## src/rtl/btb_bht_predictor.sv

```systemverilog
// rtl/btb_bht_predictor.sv - direct-mapped BTB with 2-bit BHT counters for fetch-side next-PC prediction
//
// Optional feature macro: BP_STATS_EN (adds stat_upd_cnt / stat_correct_cnt outputs)
//
// Ports:
//   clk               clock
//   resetn            synchronous active-low reset
//   lk_pc             fetch PC being looked up (combinational)
//   lk_hit            tag hit and counter predicts taken
//   lk_target         {stored_target, 2'b00} on hit, lk_pc + 4 otherwise
//   upd_valid         training request from ID
//   upd_pc            PC of the resolved branch
//   upd_taken         resolved direction
//   upd_target        resolved target, bits [1:0] ignored
//   bp_flush          invalidate all entries on the next edge
//   stat_upd_cnt      (BP_STATS_EN) accepted update count
//   stat_correct_cnt  (BP_STATS_EN) accepted updates whose prior prediction was right

module btb_bht_predictor #(
    parameter int ENTRIES = 16,
    parameter int TAG_W   = 8
) (
    input  logic        clk,
    input  logic        resetn,
    input  logic [31:0] lk_pc,
    output logic        lk_hit,
    output logic [31:0] lk_target,
    input  logic        upd_valid,
    input  logic [31:0] upd_pc,
    input  logic        upd_taken,
    input  logic [31:0] upd_target,
    input  logic        bp_flush
`ifdef BP_STATS_EN
    ,
    output logic [31:0] stat_upd_cnt,
    output logic [31:0] stat_correct_cnt
`endif
);

    localparam int IDX_W = $clog2(ENTRIES);
    localparam int TAG_LO = IDX_W + 2;
    localparam int TAG_HI = TAG_W + IDX_W + 1;

    logic [ENTRIES-1:0] valid_q;
    logic [TAG_W-1:0]   tag_q    [ENTRIES];
    logic [29:0]        target_q [ENTRIES];
    logic [1:0]         ctr_q    [ENTRIES];

    // Lookup side: pure read of the current table, no bypass from a same-cycle update
    logic [IDX_W-1:0] lk_idx;
    logic [TAG_W-1:0] lk_tag;
    logic             lk_match;

    assign lk_idx    = lk_pc[IDX_W+1:2];
    assign lk_tag    = lk_pc[TAG_HI:TAG_LO];
    assign lk_match  = valid_q[lk_idx] && (tag_q[lk_idx] == lk_tag);
    assign lk_hit    = lk_match && ctr_q[lk_idx][1];
    assign lk_target = lk_hit ? {target_q[lk_idx], 2'b00} : lk_pc + 32'd4;

    // Update side
    logic [IDX_W-1:0] upd_idx;
    logic [TAG_W-1:0] upd_tag;
    logic             upd_match;
    logic [1:0]       ctr_next;

    assign upd_idx   = upd_pc[IDX_W+1:2];
    assign upd_tag   = upd_pc[TAG_HI:TAG_LO];
    assign upd_match = valid_q[upd_idx] && (tag_q[upd_idx] == upd_tag);

    always_comb begin
        ctr_next = ctr_q[upd_idx];
        if (upd_taken) begin
            if (ctr_q[upd_idx] != 2'b11) ctr_next = ctr_q[upd_idx] + 2'd1;
        end else begin
            if (ctr_q[upd_idx] != 2'b00) ctr_next = ctr_q[upd_idx] - 2'd1;
        end
    end

    always_ff @(posedge clk) begin
        if (!resetn) begin
            valid_q <= '0;
            for (int i = 0; i < ENTRIES; i++) begin
                tag_q[i]    <= '0;
                target_q[i] <= '0;
                ctr_q[i]    <= 2'b01;
            end
        end else if (bp_flush) begin
            // Only the valid bits are cleared; the same-cycle update is dropped
            valid_q <= '0;
        end else if (upd_valid) begin
            if (upd_match) begin
                ctr_q[upd_idx] <= ctr_next;
                if (upd_taken) target_q[upd_idx] <= upd_target[31:2];
            end else if (upd_taken) begin
                valid_q[upd_idx]  <= 1'b1;
                tag_q[upd_idx]    <= upd_tag;
                target_q[upd_idx] <= upd_target[31:2];
                ctr_q[upd_idx]    <= 2'b10;
            end
        end
    end

`ifdef BP_STATS_EN
    logic upd_pred;
    assign upd_pred = upd_match && ctr_q[upd_idx][1];

    always_ff @(posedge clk) begin
        if (!resetn) begin
            stat_upd_cnt     <= '0;
            stat_correct_cnt <= '0;
        end else if (upd_valid && !bp_flush) begin
            stat_upd_cnt <= stat_upd_cnt + 32'd1;
            if (upd_pred == upd_taken) stat_correct_cnt <= stat_correct_cnt + 32'd1;
        end
    end
`endif

    // Address bits outside the index/tag fields do not participate in the table
    logic unused_bits;
    assign unused_bits = ^{upd_pc[31:TAG_HI+1], upd_pc[1:0], upd_target[1:0]};

endmodule

```

## config.mk

```make
export PLATFORM = sky130hd
export DESIGN_NAME = btb_bht_predictor
export DESIGN_NICKNAME = d
export VERILOG_FILES = /design/src/rtl/btb_bht_predictor.sv
export SDC_FILE = /design/constraint.sdc
export NUM_CORES = 1
export LEC_CHECK = 0
export CORE_ASPECT_RATIO = 0.7
export CORE_MARGIN = 8
export CORE_UTILIZATION = 48
export CTS_CLUSTER_DIAMETER = 60
export DETAILED_ROUTE_END_ITERATION = 7
export GPL_TIMING_DRIVEN = 1
export PLACE_DENSITY = 0.65
export SLEW_MARGIN = 15
export SYNTH_ARGS = -nofsm -noshare
export SYNTH_HDL_FRONTEND = slang
export SYNTH_SLANG_ARGS = --single-unit
```

## constraint.sdc

```tcl
create_clock -name clk -period 6.9 [get_ports clk]
set_input_delay 1.725 -clock clk [delete_from_list [all_inputs] [get_ports clk]]
set_output_delay 1.725 -clock clk [all_outputs]
set_load 0.01 [all_outputs]
```

==> impl_metrics.toml, run 1 <==
[status]
status = "completed"

[drt]
wl_um = 91900
drt_first_pass_iters = 5
drt_iter0_drc = 2752
drc = 0
num_vias = 19867
post_drt_wl_per_cell_um = 29.4
via_per_inst = 6.35
ant_nets = 0

[timing]
setup_tns_ps = 0
rsz0062_at_grt = "no"
period_needed_ps = 6670
worstMarginPinSlew_ps = 1120
relSlewSlack = 0.255
fin_skew_ps = 28.2
hold_violations = 0
period_share = 0.966
finalSetupViolCount = 0
slew_viol_final = 0
fmax_ghz = 0.150

[setup_path]
startpoint_type = "input pin"
worstPathRequired_ps = 5180
critPathKind = "input pin to primary output"
r2r_slack_ps = 3180
crit_path_end = "lk_target[24]"
timing.rr.start = "tag_q[10][7]$_SDFFCE_PN0P_"
worstPathArrival_ps = 4940
r2r_cells = 7
reg2reg_to = "ctr_q[15][0]$_SDFFCE_PN1P_"
critPathLaunch = "lk_pc[3]"
path_max_fanout = 40
endpoint_kind = "primary output"

[cells_and_area]
drive_gt1_frac = 0.225
seq_area_um2 = 19500
final_nets = 2284
fillers = 5222
syn_to_final_growth_pct = 13.6
layout_common_cells = "edfxtp_1, and3_1, mux4_2, nor2_1, and2_1"
stdcell_area_um2 = 36100
multi_input_area_um2 = 11400
final_common_cell = "edfxtp_1"

[die]
core-area_um2 = 66000
die_w_um = 324
initial_core_util = 0.482
io_pins = 134
die-area_um2 = 74900
rows = 79
fp.dieH_um = 231

[cts]
cts-resized-gates = 0
clk_pin_slew_ps = 60
cts_max_level = 3
numCtsBuffers = 66
clock_sinks = 656
hold_buffers = 0
clk_latency_ps = 610
cts_max_path_buffers = 3
post_cts_buffers = 0
tritoncts = "done"
clock-root-buffer = "clkbuf_16"

[logic_synthesis]
syn-cell-area_um2 = 31800
synth_fa_ha_area_frac = 0.00102
synth-xor-area-share = 0.0127
synth_compound_area_frac = 0.0146
synth.mux.area_fraction = 0.184
ys_seq_area_frac = 0.614
yosysUniqueCellTypes = 53
synth_edf_count = 640
syn_nets = 2240
syn_inst = 2138
synth_warnings = 0
syn_area_per_cell_um2 = 14.9
synth_top_family_by_area = "multiplexers"
ys.flop_type = "edfxtp_1"
ys_async_sr_fraction = 0
yosys_register_bits = 656
yosys.area_share.simple = 0.142

[power_and_ir_drop]
power.density_nw_per_um2 = 250
leakage_nw = 13.3
ir_worst_vdd_mv = 0.155

[global_routing]
grt_start_max_net_pins = 105
grt_pass1_vias = 19693
grt_overflow = 0
grt_antenna_before_repair = 10
grt_pass1_wl_um = 134000
grt.total_usage = 0.243

[place]
dpl-instance-area_um2 = 34000
dpl.hpwl_um = 52800
port_buffers = 111
gp_congestion = 0.874

[hold_path]
min_path_type = "flop to flop"

[flow_run]
drv_cap = 0
-- area by class of cell --
class | count | area share
multi-input cells | 1241 | 0.314
well taps | 891 | 0.0309
clock inverters | 37 | 0.0100
flip-flops and latches | 656 | 0.541
inverters | 3 | 0.000312
repair buffers | 214 | 0.0558
clock buffers | 83 | 0.0475
diodes | 2 | 0.000139
-- flip-flops by register name (all words and copies together), names as in the netlist --
name,flops
target_q,480
valid_q,16
ctr_q,32
tag_q,128
-- metal layers --
layer	global-route usage	wire length [um]
met1	0.342	36300
met2	0.380	42600
met3	0.0623	10500
met4	0.0648	2440
met5	0	51
-- synth_stat cells, types with 6 or more instances --
cell type,count,area share
mux4_2,229,0.16
nor2_2,11,0.0022
nor2_1,147,0.017
and2_1,125,0.025
a22oi_1,6,0.0014
buf_2,36,0.0057
edfxtp_1,640,0.60
nand3_1,38,0.0060
nand2_1,91,0.011
nor3_1,9,0.0014
nand4_1,8,0.0016
mux2_2,26,0.0092
buf_1,13,0.0015
mux2i_1,34,0.011
o21ai_0,51,0.0080
xnor2_1,27,0.0074
clkbuf_1,177,0.021
xor2_1,19,0.0052
and3_1,370,0.073
buf_4,6,0.0014
dfxtp_1,16,0.010
-- critical path, cell delays in order --
cell and delay [ps]:
buf_6 370, mux4_2 560, mux2i_1 360, mux2i_1 160, xor2_1 180, nor3_1 180
nand4_1 230, buf_12 260, mux2_1 370, clkdlybuf4s50_1 510
-- how the worst min path moves through the flow --
stage                                   startpoint                  endpoint  slack (ps)  cells past startpoint
final                     valid_q[13]$_SDFFE_PP0P_  valid_q[13]$_SDFFE_PP0P_         480                      2
after floorplan            valid_q[0]$_SDFFE_PP0P_   valid_q[0]$_SDFFE_PP0P_         440                      2
after global routing       valid_q[6]$_SDFFE_PP0P_   valid_q[6]$_SDFFE_PP0P_         510                      2
after global placement     valid_q[4]$_SDFFE_PP0P_   valid_q[4]$_SDFFE_PP0P_         460                      2
after detailed placement  valid_q[13]$_SDFFE_PP0P_  valid_q[13]$_SDFFE_PP0P_         480                      2
after CTS                 valid_q[13]$_SDFFE_PP0P_  valid_q[13]$_SDFFE_PP0P_         490                      2
-- cells by family after synthesis --
group	after synthesis
adder cells (fa/ha/maj)	3
flip-flops	656
AND/OR/NAND/NOR	823
AO/OA/AOI/OAI	76
XOR/XNOR	46
multiplexers	293
buffers and inverters	241
-- through the flow --
stage	std cells	setup WS [ps]	total power [W]	utilization	hold WS [ps]
global placement	3005	233	0.00556	0.516	463
finish	3127	234	0.00903	0.547	484
CTS	3125	239	0.00907	0.547	487
detailed placement	3005	250	0.00558	0.516	475
floorplan	2138	898	0.00521	-	435
global route	3126	111	0.00927	0.547	513
-- power breakdown --
group / internal, W / switching [W]
Combinational: 0.000375 / 0.000503
Sequential: 0.00456 / 0.0000657
Clock: 0.00197 / 0.00155
Total: 0.00691 / 0.00212
(Power assumes the default switching activity.)
==> inputs of run 2 (changes only) <==
--- a/config.mk
+++ b/config.mk
@@ -5,6 +5,8 @@
 export SDC_FILE = /design/constraint.sdc
 export NUM_CORES = 1
 export LEC_CHECK = 0
+export ABC_AREA = 1
+export ABC_CLOCK_PERIOD_IN_PS = 6900
 export CORE_ASPECT_RATIO = 0.7
 export CORE_MARGIN = 8
 export CORE_UTILIZATION = 48
==> run 2 against run 1 <==
Sequential cell count unchanged. Non-clock buffer count decreased by 26. Sequential share of layout area up 0.48 points. Wire length grew 16%. Via count up 32%. Die area is 0.37% higher. Largest power group unchanged.
==> impl_metrics.toml, run 2 <==
[power_and_ir_drop]
power_frac_seq = 0.508
ir_worst_vdd_mv = 0.148
intPower_w = 0.00678
switching_share = 0.254
clock_power_share = 0.390
power.density_nw_per_um2 = 254
switchingPower_w = 0.00231
pwr-share-comb = 0.101
leakage_nw = 13.6

[logic_synthesis]
synth_warnings = 0
synthTopCellsByCount = "nor2_1, edfxtp_1, nand2_1, o21ai_0, clkbuf_1"
syn_inst = 3460
synth_edf_count = 640
synth-xor-area-share = 0.00658
syn_nets = 3562
synth_compound_area_frac = 0.112
yosysUniqueCellTypes = 47
syn_area_per_cell_um2 = 9.23
yosysTopAreaCellShare = 0.602
yosysMostFrequentCell = "nor2_1"
synth.mux.area_fraction = 0
ys.flop_type = "edfxtp_1"
ys_async_sr_fraction = 0
syn-cell-area_um2 = 31900
ys_seq_area_frac = 0.612
synthTopCellsByArea = "edfxtp_1, nor2_1, nand2_1, o21ai_0, clkbuf_1"
synth_fa_ha_area_frac = 0.000392
yosys.area_share.simple = 0.212
yosys_register_bits = 656
synth_top_family_by_area = "simple AND/OR/NAND/NOR gates"
synth_top_area_cell = "edfxtp_1"

[place]
gp_congestion = 0.939
dpl-instance-area_um2 = 33700
port_buffers = 111
dpl.hpwl_um = 64300

[cts]
clock_sinks = 656
clock-root-buffer = "clkbuf_16"
hold_buffers = 0
numCtsBuffers = 67
clk_latency_ps = 610
tritoncts = "done"
clk_pin_slew_ps = 60
cts_max_level = 3
cts_max_path_buffers = 3

[drt]
drc = 0
via_per_inst = 5.95
wl_um = 106000
ant_nets = 0
post_drt_wl_per_cell_um = 24.1
drt_first_pass_iters = 6
num_vias = 26212
drt_iter0_drc = 4038

[die]
io_pins = 134
die-area_um2 = 75100
initial_core_util = 0.483
rows = 79
die_w_um = 324
core-area_um2 = 66100
fp.dieH_um = 232

[cells_and_area]
n_antenna_cell = 0
drive_gt1_frac = 0.0680
stdcell_area_um2 = 35800
layout_common_cells = "nor2_1, edfxtp_1, nand2_1, o21ai_0, inv_1"
syn_to_final_growth_pct = 12.2
largest_reg_flops = 480
regMostFlops = "target_q"
final_common_cell = "nor2_1"
top_regs = "target_q: 480 flops, tag_q: 128 flops, ctr_q: 32 flops"
final_nets = 3566

[setup_path]
endpoint_kind = "primary output"
path_max_fanout = 95
timing.rr.start = "tag_q[5][4]$_SDFFCE_PN0P_"
worstPathRequired_ps = 5180
startpoint_type = "input pin"
critPathKind = "input pin to primary output"
r2r_cells = 13
r2r_slack_ps = 3430
reg2reg_to = "tag_q[1][7]$_SDFFCE_PN0P_"
critPathLaunch = "lk_pc[2]"
worstPathArrival_ps = 5040

[global_routing]
grt_start_max_net_pins = 134
grt_pass1_vias = 23836
grt_pass1_wl_um = 156000
grt.total_usage = 0.276
grt_antenna_before_repair = 1
grt_overflow = 0

[timing]
fmax_ghz = 0.148
period_share = 0.980
setup_tns_ps = 0
period_needed_ps = 6760
relSlewSlack = 0.203
finalSetupViolCount = 0
rsz0062_at_grt = "no"
slew_viol_final = 0
fin_skew_ps = 20.4
worstMarginPinSlew_ps = 1190
hold_violations = 0

[flow_run]
drv_cap = 0

[hold_path]
hp-start = "valid_q[10]$_SDFFE_PP0P_"
hold-path-endpoint = "valid_q[10]$_SDFFE_PP0P_"
whs_path_depth = 2
min_path_type = "flop to flop"

[status]
status = "completed"
[run 2: cell types whose count changed in the layout (fill, tap and decap cells not counted), moves of 72 or more]
cell,delta
nand2_1,+468
mux4_2,-229
inv_1,+158
nand3_1,+72
o21ai_0,+319
and2_1,-124
o22ai_1,+80
and3_1,-366
nor2_1,+832
[run 2: stage by stage]
step | instances | worst slack, ps | util | power, W | hold slack (ps)
floorplan | 3460 | 1650 | - | 0.00522 | 427
global placement | 4283 | 7.38 | 0.509 | 0.00558 | 442
detailed placement | 4283 | -14.0 | 0.509 | 0.00559 | 440
CTS | 4404 | 67.2 | 0.541 | 0.00907 | 453
global route | 4407 | 7.33 | 0.541 | 0.00933 | 469
finish | 4407 | 138 | 0.541 | 0.00908 | 459
[run 2: timing repair]
action | CTS | global route
gates resized for setup | 1 | 7
setup endpoints to repair | 1 | 6
pin swaps | 0 | 2
buffers inserted | 0 | 3
[run 2: layout make-up]
| class | count | area, um2 |
|---|---|---|
| Tap cell | 891 | 1110 |
| Inverter | 182 | 701 |
| Fill cell | 5828 | 30300 |
| Multi-Input combinational cell | 2369 | 10600 |
| Clock inverter | 33 | 260 |
| Sequential cell | 656 | 19500 |
| Clock buffer | 88 | 1810 |
| Timing Repair Buffer | 188 | 1750 |
[run 2: critical path: stages]
cell	delay (ps)
clkbuf_8	160
inv_12	290
a21oi_1	110
o21ai_0	100
nand3_1	270
nand3_1	210
nand3_1	120
xor2_1	210
nand3_1	110
nor2_2	170
nand2_2	80
inv_2	320
buf_12	210
nand2_1	100
nand2_1	200
clkdlybuf4s50_1	580
[run 2: cells by family (layout without fill, tap and decap cells)]
group,count (synthesis),in the layout
XOR/XNOR,24,24
buffers and inverters,435,491
adder cells (fa/ha/maj),1,1
AO/OA/AOI/OAI,633,633
AND/OR/NAND/NOR,1711,1711
flip-flops,656,656
[run 2: worst max-delay path by stage]
stage	end	cells after the start	slack [ps]
after floorplan	lk_target[13]	11	1650
after global placement	lk_target[30]	15	7
after detailed placement	lk_target[30]	15	-10
after CTS	lk_target[30]	15	70
after global routing	lk_target[9]	17	7
final	lk_target[9]	16	140
[run 2: power groups by stage]
stage / Clock, W / Sequential (W) / Combinational [W]
floorplan: 0 / 0.00468 / 0.000537
global placement: 0 / 0.00469 / 0.000889
detailed placement: 0 / 0.00470 / 0.000893
CTS: 0.00356 / 0.00462 / 0.000896
global route: 0.00371 / 0.00463 / 0.000985
finish: 0.00355 / 0.00462 / 0.000920
[run 2: per-layer routing]
layer,vias to the layer above,GRT usage,part of all wire
met1,12525,0.413,0.42
met3,210,0.0732,0.14
met2,1746,0.393,0.42
li1,11729,-,-
met4,2,0.0749,0.026
met5,-,0,0.00012
